## config.mk

```make
export PLATFORM = sky130hd
export DESIGN_NAME = mem_wb_elastic_reg
export DESIGN_NICKNAME = d
export VERILOG_FILES = /design/src/rtl/mips_pipe_pkg.sv /design/src/rtl/pipe_skid_buffer.sv /design/src/rtl/mem_wb_elastic_reg.sv
export SDC_FILE = /design/constraint.sdc
export NUM_CORES = 1
export LEC_CHECK = 0
export ABC_AREA = 1
export ABC_CLOCK_PERIOD_IN_PS = 3900
export BUFFER_PORTS_ARGS = -buffer_cell sky130_fd_sc_hd__buf_2
export CAP_MARGIN = 20
export CORE_UTILIZATION = 31
export CTS_BUF_LIST = sky130_fd_sc_hd__clkbuf_4 sky130_fd_sc_hd__clkbuf_8
export DETAILED_ROUTE_END_ITERATION = 10
export HOLD_SLACK_MARGIN = 0.02
export RECOVER_POWER = 50
export SLEW_MARGIN = 20
export SYNTH_ARGS = -nofsm -noshare
export SYNTH_HDL_FRONTEND = slang
export SYNTH_HIERARCHICAL = 1
export SYNTH_SLANG_ARGS = --single-unit
```

## constraint.sdc

```tcl
create_clock -name i_CLK -period 3.9 [get_ports i_CLK]
set_clock_uncertainty 0.1 [all_clocks]
set_input_delay 0.78 -clock i_CLK [delete_from_list [all_inputs] [get_ports i_CLK]]
set_output_delay 0.78 -clock i_CLK [all_outputs]
set_load 0.02 [all_outputs]
```

## src/rtl/mips_pipe_pkg.sv

```systemverilog
// Shared definitions for the MIPS pipeline elastic stages: state encodings and
// the MEM->WB payload width.
package mips_pipe_pkg;

  typedef enum logic [1:0] {
    ST_EMPTY = 2'b00,
    ST_ONE   = 2'b01,
    ST_FULL  = 2'b10
  } skid_state_t;

  // Payload = ALU result + load data + destination + RegWrite + MemtoReg
  function automatic int mem_wb_payload_width(input int data_w, input int addr_w);
    return 2 * data_w + addr_w + 2;
  endfunction

  localparam int MEM_WB_PAYLOAD_W = mem_wb_payload_width(32, 5);

endpackage

```

## src/rtl/pipe_skid_buffer.sv

```systemverilog
// Generic 2-entry elastic buffer: main register drives the output, skid register
// absorbs the beat accepted while the consumer stalls. Flush empties both.
module pipe_skid_buffer
  import mips_pipe_pkg::*;
#(
  parameter int PAYLOAD_WIDTH = 8
) (
  input  logic                     i_CLK,
  input  logic                     i_RST,
  input  logic                     i_flush,
  input  logic                     i_valid,
  output logic                     o_ready,
  input  logic [PAYLOAD_WIDTH-1:0] i_payload,
  output logic                     o_valid,
  input  logic                     i_ready,
  output logic [PAYLOAD_WIDTH-1:0] o_payload
);

  skid_state_t              state_r, state_nxt_s;
  logic [PAYLOAD_WIDTH-1:0] main_r, skid_r;
  logic                     in_xfer_s, out_xfer_s;
  logic                     load_main_in_s, load_main_skid_s, load_skid_s;

  // Ready and valid decode registered state only, so no combinational path crosses the stage
  assign o_ready    = (state_r != ST_FULL);
  assign o_valid    = (state_r != ST_EMPTY);
  assign o_payload  = main_r;
  assign in_xfer_s  = i_valid & o_ready;
  assign out_xfer_s = o_valid & i_ready;

  // Next-state and register-load decode; flush overrides every transfer
  always_comb begin
    state_nxt_s      = state_r;
    load_main_in_s   = 1'b0;
    load_main_skid_s = 1'b0;
    load_skid_s      = 1'b0;
    if (i_flush) begin
      state_nxt_s = ST_EMPTY;
    end else begin
      case (state_r)
        ST_EMPTY: begin
          if (in_xfer_s) begin
            state_nxt_s    = ST_ONE;
            load_main_in_s = 1'b1;
          end else begin
            state_nxt_s = ST_EMPTY;
          end
        end
        ST_ONE: begin
          if (in_xfer_s && out_xfer_s) begin
            state_nxt_s    = ST_ONE;
            load_main_in_s = 1'b1;
          end else if (in_xfer_s) begin
            state_nxt_s = ST_FULL;
            load_skid_s = 1'b1;
          end else if (out_xfer_s) begin
            state_nxt_s = ST_EMPTY;
          end else begin
            state_nxt_s = ST_ONE;
          end
        end
        ST_FULL: begin
          if (out_xfer_s) begin
            state_nxt_s      = ST_ONE;
            load_main_skid_s = 1'b1;
          end else begin
            state_nxt_s = ST_FULL;
          end
        end
        default: state_nxt_s = ST_EMPTY;
      endcase
    end
  end

  // State register
  always_ff @(posedge i_CLK or negedge i_RST) begin
    if (!i_RST) state_r <= ST_EMPTY;
    else        state_r <= state_nxt_s;
  end

  // Payload registers hold unless explicitly loaded
  always_ff @(posedge i_CLK or negedge i_RST) begin
    if (!i_RST) begin
      main_r <= {PAYLOAD_WIDTH{1'b0}};
      skid_r <= {PAYLOAD_WIDTH{1'b0}};
    end else begin
      if (load_main_in_s)        main_r <= i_payload;
      else if (load_main_skid_s) main_r <= skid_r;
      if (load_skid_s)           skid_r <= i_payload;
    end
  end

endmodule

```

## src/rtl/mem_wb_elastic_reg.sv

```systemverilog
// MEM->WB elastic pipeline register: skid-buffered payload, valid-qualified
// RegWrite, WB result mux and a saturating bubble counter.
module mem_wb_elastic_reg
  import mips_pipe_pkg::*;
#(
  parameter int DATA_WIDTH    = 32,
  parameter int RF_ADDR_WIDTH = 5,
  parameter int CNT_WIDTH     = 16
) (
  input  logic                     i_CLK,
  input  logic                     i_RST,
  input  logic                     i_ValidM,
  output logic                     o_ReadyM,
  input  logic [DATA_WIDTH-1:0]    i_ALUOutM,
  input  logic [DATA_WIDTH-1:0]    i_ReadDataM,
  input  logic [RF_ADDR_WIDTH-1:0] i_WriteRegM,
  input  logic                     i_RegWriteM,
  input  logic                     i_MemtoRegM,
  input  logic                     i_FlushW,
  output logic                     o_ValidW,
  input  logic                     i_ReadyW,
  output logic [DATA_WIDTH-1:0]    o_ALUOutW,
  output logic [DATA_WIDTH-1:0]    o_ReadDataW,
  output logic [RF_ADDR_WIDTH-1:0] o_WriteRegW,
  output logic                     o_RegWriteW,
  output logic                     o_MemtoRegW,
  output logic [DATA_WIDTH-1:0]    o_ResultW,
  input  logic                     i_CntClr,
  output logic [CNT_WIDTH-1:0]     o_BubbleCnt
);

  localparam int PW = mem_wb_payload_width(DATA_WIDTH, RF_ADDR_WIDTH);
  localparam logic [CNT_WIDTH-1:0] CNT_MAX = {CNT_WIDTH{1'b1}};
  localparam logic [CNT_WIDTH-1:0] CNT_ONE = {{(CNT_WIDTH-1){1'b0}}, 1'b1};

  logic [PW-1:0]        in_payload_s, out_payload_s;
  logic                 valid_s, regwrite_s;
  logic [CNT_WIDTH-1:0] cnt_r;

  assign in_payload_s = {i_ALUOutM, i_ReadDataM, i_WriteRegM, i_RegWriteM, i_MemtoRegM};

  pipe_skid_buffer #(
    .PAYLOAD_WIDTH(PW)
  ) u_skid (
    .i_CLK     (i_CLK),
    .i_RST     (i_RST),
    .i_flush   (i_FlushW),
    .i_valid   (i_ValidM),
    .o_ready   (o_ReadyM),
    .i_payload (in_payload_s),
    .o_valid   (valid_s),
    .i_ready   (i_ReadyW),
    .o_payload (out_payload_s)
  );

  assign {o_ALUOutW, o_ReadDataW, o_WriteRegW, regwrite_s, o_MemtoRegW} = out_payload_s;
  // A stale payload after flush must never reach the register file
  assign o_RegWriteW = regwrite_s & valid_s;
  assign o_ValidW    = valid_s;
  assign o_ResultW   = o_MemtoRegW ? o_ReadDataW : o_ALUOutW;
  assign o_BubbleCnt = cnt_r;

  // Saturating bubble counter; clear wins over counting, flush leaves it alone
  always_ff @(posedge i_CLK or negedge i_RST) begin
    if (!i_RST)                          cnt_r <= {CNT_WIDTH{1'b0}};
    else if (i_CntClr)                   cnt_r <= {CNT_WIDTH{1'b0}};
    else if (!valid_s && cnt_r != CNT_MAX) cnt_r <= cnt_r + CNT_ONE;
    else                                 cnt_r <= cnt_r;
  end

endmodule
```

==> results of run 1 <==
-- registers in the layout, indices dropped and copies added, names as in the netlist --
| register | cells |
|---|---|
| u_skid/o_payload | 71 |
| u_skid/skid_r | 71 |
| o_BubbleCnt | 16 |
| u_skid/state_r | 2 |
-- worst max-delay path: stages --
cell,delay (ps)
buf_2,110
nor2_1,130
nand4_1,1210
buf_12,680
nor2_1,180
a21oi_1,60
-- layout make-up --
class,count,area share (%)
clock buffer,18,2.75
antenna,3,0.0832
sequential,160,44.4
clock inverter,14,1.36
timing repair buffer,204,11.5
inverter,97,4.04
multi-input combinational,603,31.5
tap,319,4.43
-- worst max-delay path by stage --
stage                            to
2_1_floorplan         o_ResultW[18]
3_3_place_gp   u_skid/o_payload[57]
3_5_place_dp   u_skid/o_payload[36]
4_1_cts               o_ResultW[12]
5_1_grt        u_skid/o_payload[31]
6_report           u_skid/skid_r[5]
-- synthesized netlist by cell type --
cell type,n
a211oi_1,1
a21oi_1,141
buf_2,20
buf_4,7
buf_6,8
clkbuf_1,7
clkinv_1,1
dfrtp_1,160
ha_1,1
inv_1,95
inv_2,1
mux2_1,2
mux2_2,30
nand2_1,207
nand2_2,4
nand3_1,25
nand3_2,1
nand3b_1,3
nand4_1,3
nand4_2,1
nor2_1,159
nor2_2,3
nor2_4,2
nor2_8,3
nor3b_1,1
o21ai_0,7
o21ai_1,1
o21ai_2,1
o21bai_1,1
xor2_1,6
-- layer usage --
| layer | up-vias | part of all wire, % | track usage, % |
|---|---|---|---|
| met5 | - | 0 | 0 |
| met2 | 154 | 46 | 24.6 |
| met3 | 12 | 5.4 | 4.54 |
| met1 | 2971 | 48 | 21.9 |
| li1 | 3197 | - | - |
| met4 | 0 | 0.80 | 4.21 |
-- kinds of logic after synthesis --
group / count (synthesis)
simple gates: 412
flops: 160
compound gates: 152
buf+inv: 139
mux: 32
xor+xnor: 6
fa+ha+maj: 1
-- power breakdown --
group	internal, W	switching [W]
registers	0.00200	0.000217
logic	0.000453	0.000796
clock network	0.000483	0.000694
-- through the flow --
| stage | hold WS, ps | std cells | total power (W) | util [%] |
|---|---|---|---|---|
| floorplan | 349 | 902 | 0.00306 | - |
| global placement | 362 | 1382 | 0.00351 | 37.0 |
| detailed placement | 361 | 1382 | 0.00353 | 37.0 |
| CTS | 325 | 1414 | 0.00474 | 38.5 |
| global route | 407 | 1416 | 0.00498 | 38.2 |
| finish | 392 | 1418 | 0.00464 | 38.2 |
==> results.py, run 1 <==
metrics = {
    "sta": {
        "hold_violations": 0,
        "tns_ps": 0,
        "period_needed_ps": 3050,
        "rsz0062_at_grt": "no",
        "drv_slew": 125,
        "setup_slack_ps": 846,
        "period_share_pct": 78.3,
        "setup_violations": 0,
        "fmax_ghz": 0.327,
        "relSlewSlack_pct": -55.8,
        "worstMarginPinSlew_ps": 2340,
    },
    "synth": {
        "syn_nets": 980,
        "synth_warnings": 6,
        "yosysUniqueCellTypes": 30,
        "synth_top_area_share_pct": 53.2,
        "avgSynthCellArea_um2": 8.35,
        "syn_inst": 902,
        "synth_top_family_by_area": "simple AND/OR/NAND/NOR gates",
        "synth_simple_gate_area_share_pct": 22.5,
        "synthTopCellsByArea": "dfrtp_1, nand2_1, a21oi_1",
        "synth_mux_area_share_pct": 4.79,
        "synth_area_leader_cell": "dfrtp_1",
        "synth_compound_area_share_pct": 10.2,
        "synth-xor-area-share_pct": 0.698,
        "ys_ff_latch": 160,
        "ys_seq_area_share_pct": 53.2,
        "syn_area_um2": 7530,
        "synthAdderAreaFrac_pct": 0.166,
    },
    "placement": {
        "place_ws_ps": 1080,
        "dp_hpwl_um": 12300,
        "portBuffers": 197,
        "dpl_cell_area_um2": 8730,
        "gp_routability_congestion": 0.817,
    },
    "worst_setup_path": {
        "reg2reg_from": "u_skid/state_r[1]",
        "worstSetupEndpointType": "flop",
        "startpoint_type": "primary input",
        "critPathMaxFanout": 106,
        "reg2reg_to": "u_skid/skid_r[5]",
        "required_ps": 4100,
        "arrival_ps": 3260,
        "crit_type": "primary input to flop",
        "r2r_slack_ps": 850,
        "worst-r2r-cell-count": 5,
        "critical_path.startpoint": "i_FlushW",
    },
    "grt": {
        "grt_pass1_vias": 5904,
        "grt_max_degree": 107,
        "antenna_found_initial": 4,
        "grt_first_pass_wirelength_um": 30900,
        "overflow": 0,
        "grt_use_total_pct": 16.0,
    },
    "layout": {
        "fin_area_um2": 9020,
        "fillCellCount": 2428,
        "layout_common_cells": "nand2_1, buf_2, nor2_1, dfrtp_1, a21oi_1",
        "fin_nets": 1161,
        "multi_input_area_um2": 2840,
        "seqCellArea_um2": 4010,
        "drive_above_1_share_pct": 22.3,
        "layout_commonest_cell": "nand2_1",
        "area_delta_synth_final_pct": 19.8,
    },
    "clock_network": {
        "hold_buffers": 0,
        "cts.htree.levels": 4,
        "cts_sinks": 160,
        "post-cts-setup-buffers": 0,
        "ctsResizeCount": 0,
        "clk_pin_slew_ps": 80,
        "cts_tree": "built",
        "ctsRootBufferMaster": "clkbuf_8",
        "cts_buffers": 17,
        "clock_latency_ps": 450,
        "clk_path_buf_depth": 2,
    },
    "die": {
        "core.rowCount": 56,
        "dieArea_um2": 24900,
        "start_util_pct": 31.9,
        "die_x_um": 158,
        "io_pins": 198,
        "die_height_um": 158,
        "design.core.area_um2": 23600,
    },
    "hold_path": {
        "min_path_cells": 2,
        "min_to": "u_skid/o_payload[3]",
        "hp-start": "u_skid/o_payload[3]",
        "hp-class": "flop to flop",
    },
    "power": {
        "ir_drop_mv": 0.238,
        "pwr_density_cell_nw_per_um2": 515,
        "power.leakage_nw": 5.00,
    },
    "detailed_routing": {
        "drt_iter0_drc": 354,
        "via_per_inst": 4.47,
        "ant_nets": 0,
        "num_vias": 6334,
        "wl_per_cell_um": 13.4,
        "dr.pass1.iters": 5,
        "wl_um": 19100,
        "drc": 0,
    },
    "status": {
        "violations": "max-capacitance violations, max-slew violations",
        "status": "finished, violations left",
    },
    "run": {
        "max_cap_viol_count": 2,
    },
}
No activity file was read; power rests on OpenSTA's default activity.
==> run 2, diff against run 1 <==
Settings changed: ABC_CLOCK_PERIOD_IN_PS 3900 to 3000.
Clock period 3.9 ns to 3 ns, I/O delays scaled along.
==> run 2 against run 1 <==
Effect of this change:
- the run still ends with max-capacitance violations, max-slew violations left
- sequential share of layout area shrank 0.65 points
- highest routed layer is now met5
- die area unchanged
- via count up 0.43%
- flip-flop and latch count is the same
==> results.py, run 2 (synthesis gave the netlist of run 1 again) <==
metrics = {
    "layout": {
        "area_delta_synth_final_pct": 21.6,
        "layout_common_cells": "nand2_1, nor2_1, dfrtp_1, buf_2, a21oi_1",
        "layout_commonest_cell": "nand2_1",
        "drive_above_1_share_pct": 21.8,
        "fin_area_um2": 9150,
        "fin_nets": 1167,
    },
    "worst_setup_path": {
        "crit_slowest_cell": "dfrtp_2",
        "cp_num_buf_inv": 2,
        "arrival_ps": 1860,
        "crit_family": "flip-flops",
        "worstSetupEndpointType": "primary output",
        "required_ps": 2300,
        "crit_type": "flop to primary output",
        "crit_path_max_incr_delay_ps": 630,
        "path_cells": "buf_12, mux2_2, buf_2",
        "critPathMaxFanout": 23,
        "startpoint_type": "flop",
    },
    "die": {
        "die_height_um": 158,
        "core.rowCount": 56,
        "design.core.area_um2": 23600,
        "start_util_pct": 31.9,
        "dieArea_um2": 24900,
        "io_pins": 198,
        "die_x_um": 158,
    },
    "detailed_routing": {
        "ant_nets": 0,
        "dr.pass1.iters": 4,
        "via_per_inst": 4.47,
        "drc": 0,
        "wl_um": 19500,
        "num_vias": 6361,
        "drt_iter0_drc": 310,
        "wl_per_cell_um": 13.7,
    },
    "power": {
        "pwr_density_cell_nw_per_um2": 672,
        "ir_drop_mv": 0.325,
        "power.leakage_nw": 5.03,
    },
    "placement": {
        "portBuffers": 197,
        "dp_hpwl_um": 12700,
        "gp_routability_congestion": 0.842,
        "dpl_cell_area_um2": 8860,
    },
    "grt": {
        "grt_use_total_pct": 16.1,
        "grt_pass1_vias": 5914,
        "antenna_found_initial": 2,
        "overflow": 0,
        "grt_max_degree": 72,
        "grt_first_pass_wirelength_um": 30900,
    },
    "clock_network": {
        "ctsRootBufferMaster": "clkbuf_8",
        "cts.htree.levels": 4,
        "clk_pin_slew_ps": 100,
        "cts_sinks": 160,
        "cts_tree": "built",
        "hold_buffers": 0,
        "cts_buffers": 17,
        "post-cts-setup-buffers": 0,
        "clk_path_buf_depth": 2,
        "clock_latency_ps": 440,
        "ctsResizeCount": 0,
    },
    "sta": {
        "worstMarginPinSlew_ps": 1720,
        "fmax_ghz": 0.391,
        "relSlewSlack_pct": -14.6,
        "setup_violations": 0,
        "tns_ps": 0,
        "rsz0062_at_grt": "no",
        "period_needed_ps": 2560,
        "drv_slew": 65,
        "hold_violations": 0,
        "period_share_pct": 85.2,
    },
    "status": {
        "violations": "max-capacitance violations, max-slew violations",
        "status": "finished, violations left",
    },
    "run": {
        "max_cap_viol_count": 1,
    },
    "hold_path": {
        "hp-class": "primary input to flop",
    },
}
## run 2: cell count changes in the layout (fill, tap and decap cells not counted), moves of 2 or more
cell	change
buf_12	+4
buf_2	-13
bufinv_16	+2
clkbuf_1	+13
diode_2	-2
inv_8	-3
## run 2: final timing paths
check | from | endpoint | slack, ps | depth (start not counted)
min | i_ALUOutM[26] | u_skid/o_payload[65] | 260 | 3
max reg2reg | u_skid/state_r[0] | u_skid/o_payload[28] | 900 | 7
min in group asynchronous | i_RST | o_BubbleCnt[5] | 500 | 1
max in group asynchronous | i_RST | u_skid/o_payload[28] | 700 | 2
min reg2reg | u_skid/o_payload[2] | u_skid/o_payload[2] | 390 | 2
max | u_skid/o_payload[0] | o_ResultW[12] | 440 | 3
## run 2: cell type report
cell class | instances | area, um^2
antenna | 1 | 2.50
clock buffer | 18 | 241
clock inverter | 14 | 156
fill | 2437 | 14500
inverter | 97 | 364
multi-input combinational | 603 | 2880
sequential | 160 | 4010
tap | 319 | 399
timing repair buffer | 210 | 1110
## run 2: worst register-to-register path, stage by stage (launching register included)
cell	delay (ps)
dfrtp_1	450
inv_1	120
nand2_1	100
nand2_2	130
nor2_8	60
nor2_8	800
nand2_1	170
nand2_1	120
## run 2: per-layer routing
| metal | track usage, % | wire length, um | up-vias |
|---|---|---|---|
| li1 | - | - | 3209 |
| met1 | 22.4 | 9580 | 2984 |
| met2 | 24.5 | 8690 | 148 |
| met3 | 4.30 | 955 | 18 |
| met4 | 4.62 | 227 | 2 |
| met5 | 0 | 8 | - |
## run 2: report_power, final
group	switching, W	leakage (nW)	total (W)	internal, W
combinational	0.00106	2.96	0.00165	0.000593
clock	0.000863	0.202	0.00163	0.000763
sequential	0.000270	1.87	0.00287	0.00260
total	0.00219	5.03	0.00615	0.00396
## run 2: per-stage QoR
stage / utilization, % / power (W) / setup WS [ps] / instances / hold WS (ps)
3_5_place_dp: 37.5 / 0.00462 / 589 / 1389 / 360
3_3_place_gp: 37.5 / 0.00458 / 633 / 1389 / 364
6_report: 38.8 / 0.00615 / 444 / 1422 / 263
4_1_cts: 39.2 / 0.00628 / 385 / 1421 / 48.4
2_1_floorplan: - / 0.00398 / 1010 / 902 / 204
5_1_grt: 38.8 / 0.00656 / 281 / 1421 / 232
==> run 3, diff against run 2 <==
Settings changed: ABC_CLOCK_PERIOD_IN_PS 3000 to 2800.
Clock period 3 ns to 2.8 ns, I/O delays scaled along.
==> run 3 against run 2 <==
Effect of this change:
- the flow still finishes with violations (max-capacitance violations, max-slew violations)
- routed wire length fell by 0.47%
- critical path depth unchanged
- sequential power grew 7%
- total power is 9.4% higher
- hold slack got worse by 42 ps
- final cell count did not move
- first-iteration DRC count decreased by 7.4%
- setup slack worse by 46 ps
- non-clock buffer count unchanged
- flip-flop and latch count unchanged
- clock power is 13% higher
- critical path type unchanged
- critical endpoint is now o_ResultW[14]
- largest cell class unchanged
- highest routed layer is now met4
==> results.py, run 3 (synthesis gave the netlist of run 1 again) <==
metrics = {
    "sta": {
        "setup_violations": 0,
        "drv_slew": 143,
        "relSlewSlack_pct": -2.80,
        "period_needed_ps": 2400,
        "fmax_ghz": 0.416,
        "period_share_pct": 85.8,
        "hold_violations": 0,
        "tns_ps": 0,
        "worstMarginPinSlew_ps": 1540,
        "rsz0062_at_grt": "no",
        "setup_slack_ps": 399,
    },
    "layout": {
        "drive_above_1_share_pct": 25.9,
        "seqCellArea_um2": 4010,
        "fin_nets": 1167,
        "layout_commonest_cell": "nand2_1",
        "area_delta_synth_final_pct": 22.5,
        "multi_input_area_um2": 2900,
        "fillCellCount": 2463,
        "instances_no_fill": 1422,
        "layout_common_cells": "nand2_1, buf_2, nor2_1, dfrtp_1, a21oi_1",
        "fin_area_um2": 9220,
    },
    "clock_network": {
        "ctsRootBufferMaster": "clkbuf_8",
        "clock_latency_ps": 450,
        "cts_tree": "built",
        "post-cts-setup-buffers": 0,
        "clk_path_buf_depth": 2,
        "cts_buffers": 17,
        "clk_pin_slew_ps": 90,
        "cts_sinks": 160,
        "cts.htree.levels": 4,
    },
    "placement": {
        "dp.cells": 1388,
        "portBuffers": 197,
        "place_ws_ps": 682,
        "gp_routability_congestion": 0.841,
        "dpl_cell_area_um2": 8840,
        "dp_hpwl_um": 12700,
    },
    "worst_setup_path": {
        "reg2reg_to": "u_skid/skid_r[39]",
        "arrival_ps": 1740,
        "endpoint": "o_ResultW[14]",
        "r2r_slack_ps": 570,
        "worstSetupEndpointType": "primary output",
        "critical_path.startpoint": "u_skid/o_payload[0]",
        "reg2reg_from": "u_skid/state_r[1]",
        "critPathMaxFanout": 27,
        "worst-r2r-cell-count": 4,
        "required_ps": 2140,
        "crit_type": "flop to primary output",
        "startpoint_type": "flop",
    },
    "detailed_routing": {
        "drc": 0,
        "drt_iter0_drc": 287,
        "wl_per_cell_um": 13.6,
        "wl_um": 19400,
        "ant_nets": 0,
        "via_per_inst": 4.52,
        "dr.pass1.iters": 5,
        "num_vias": 6430,
    },
    "grt": {
        "grt_max_degree": 143,
        "grt_pass1_vias": 5748,
        "grt_use_total_pct": 16.0,
        "overflow": 0,
        "grt_first_pass_wirelength_um": 30600,
        "antenna_found_initial": 4,
    },
    "die": {
        "design.core.area_um2": 23600,
        "die_height_um": 158,
        "dieArea_um2": 24900,
        "start_util_pct": 31.9,
        "io_pins": 198,
        "die_x_um": 158,
        "core.rowCount": 56,
    },
    "run": {
        "max_cap_viol_count": 1,
    },
    "status": {
        "violations": "max-capacitance violations, max-slew violations",
        "status": "finished, violations left",
    },
    "power": {
        "power.leakage_nw": 5.16,
        "pwr_density_cell_nw_per_um2": 729,
        "ir_drop_mv": 0.349,
    },
    "hold_path": {
        "min_path_cells": 3,
        "hp-class": "primary input to flop",
    },
}
==> run 3: worst min path at each step <==
| stage | end | from | slack (ps) |
|---|---|---|---|
| 2_1_floorplan | o_BubbleCnt[0] | i_RST | 160 |
| 3_3_place_gp | u_skid/o_payload[1] | u_skid/o_payload[1] | 360 |
| 3_5_place_dp | u_skid/o_payload[6] | u_skid/o_payload[6] | 360 |
| 4_1_cts | u_skid/o_payload[65] | i_ALUOutM[26] | 180 |
| 5_1_grt | u_skid/o_payload[51] | i_ALUOutM[12] | 210 |
| 6_report | u_skid/o_payload[65] | i_ALUOutM[26] | 220 |
==> run 3: metal layers <==
layer	share of wire [%]	global-route usage, %	wire length [um]
met1	48	22.4	9390
met2	45	23.9	8660
met3	5.4	3.97	1050
met4	1.5	5.41	281
met5	0	0	0
==> run 3: critical path, stage by stage (launching register included) <==
cell and delay (ps):
dfrtp_2 500, buf_12 250, mux2_2 360, buf_2 160
==> run 3: final cells by class <==
type                            instances  share of cell area [%]
Antenna cell                            2                  0.0543
Tap cell                              319                    4.33
Inverter                               97                    3.95
Sequential cell                       160                    43.4
Clock inverter                         11                    1.67
Timing Repair Buffer                  210                    12.1
Multi-Input combinational cell        603                    31.5
Clock buffer                           20                    2.99
==> run 3: through the flow <==
stage	util (%)	total power [W]	hold WS, ps
6_report	39.1	0.00673	221
5_1_grt	39.0	0.00718	206
3_5_place_dp	37.4	0.00495	361
3_3_place_gp	37.4	0.00491	364
2_1_floorplan	-	0.00426	164
4_1_cts	39.3	0.00684	180
==> run 3: what timing repair did <==
item                      CTS  global route
resized for setup           0             0
hold buffers                1             0
hold endpoints to repair   29             0
==> run 3: power breakdown <==
group	leakage, nW	internal [W]	switching [W]	total [W]
Combinational	3.07	0.000671	0.00115	0.00182
Sequential	1.87	0.00279	0.000269	0.00306
Clock	0.212	0.000958	0.000892	0.00185
Total	5.16	0.00442	0.00231	0.00673
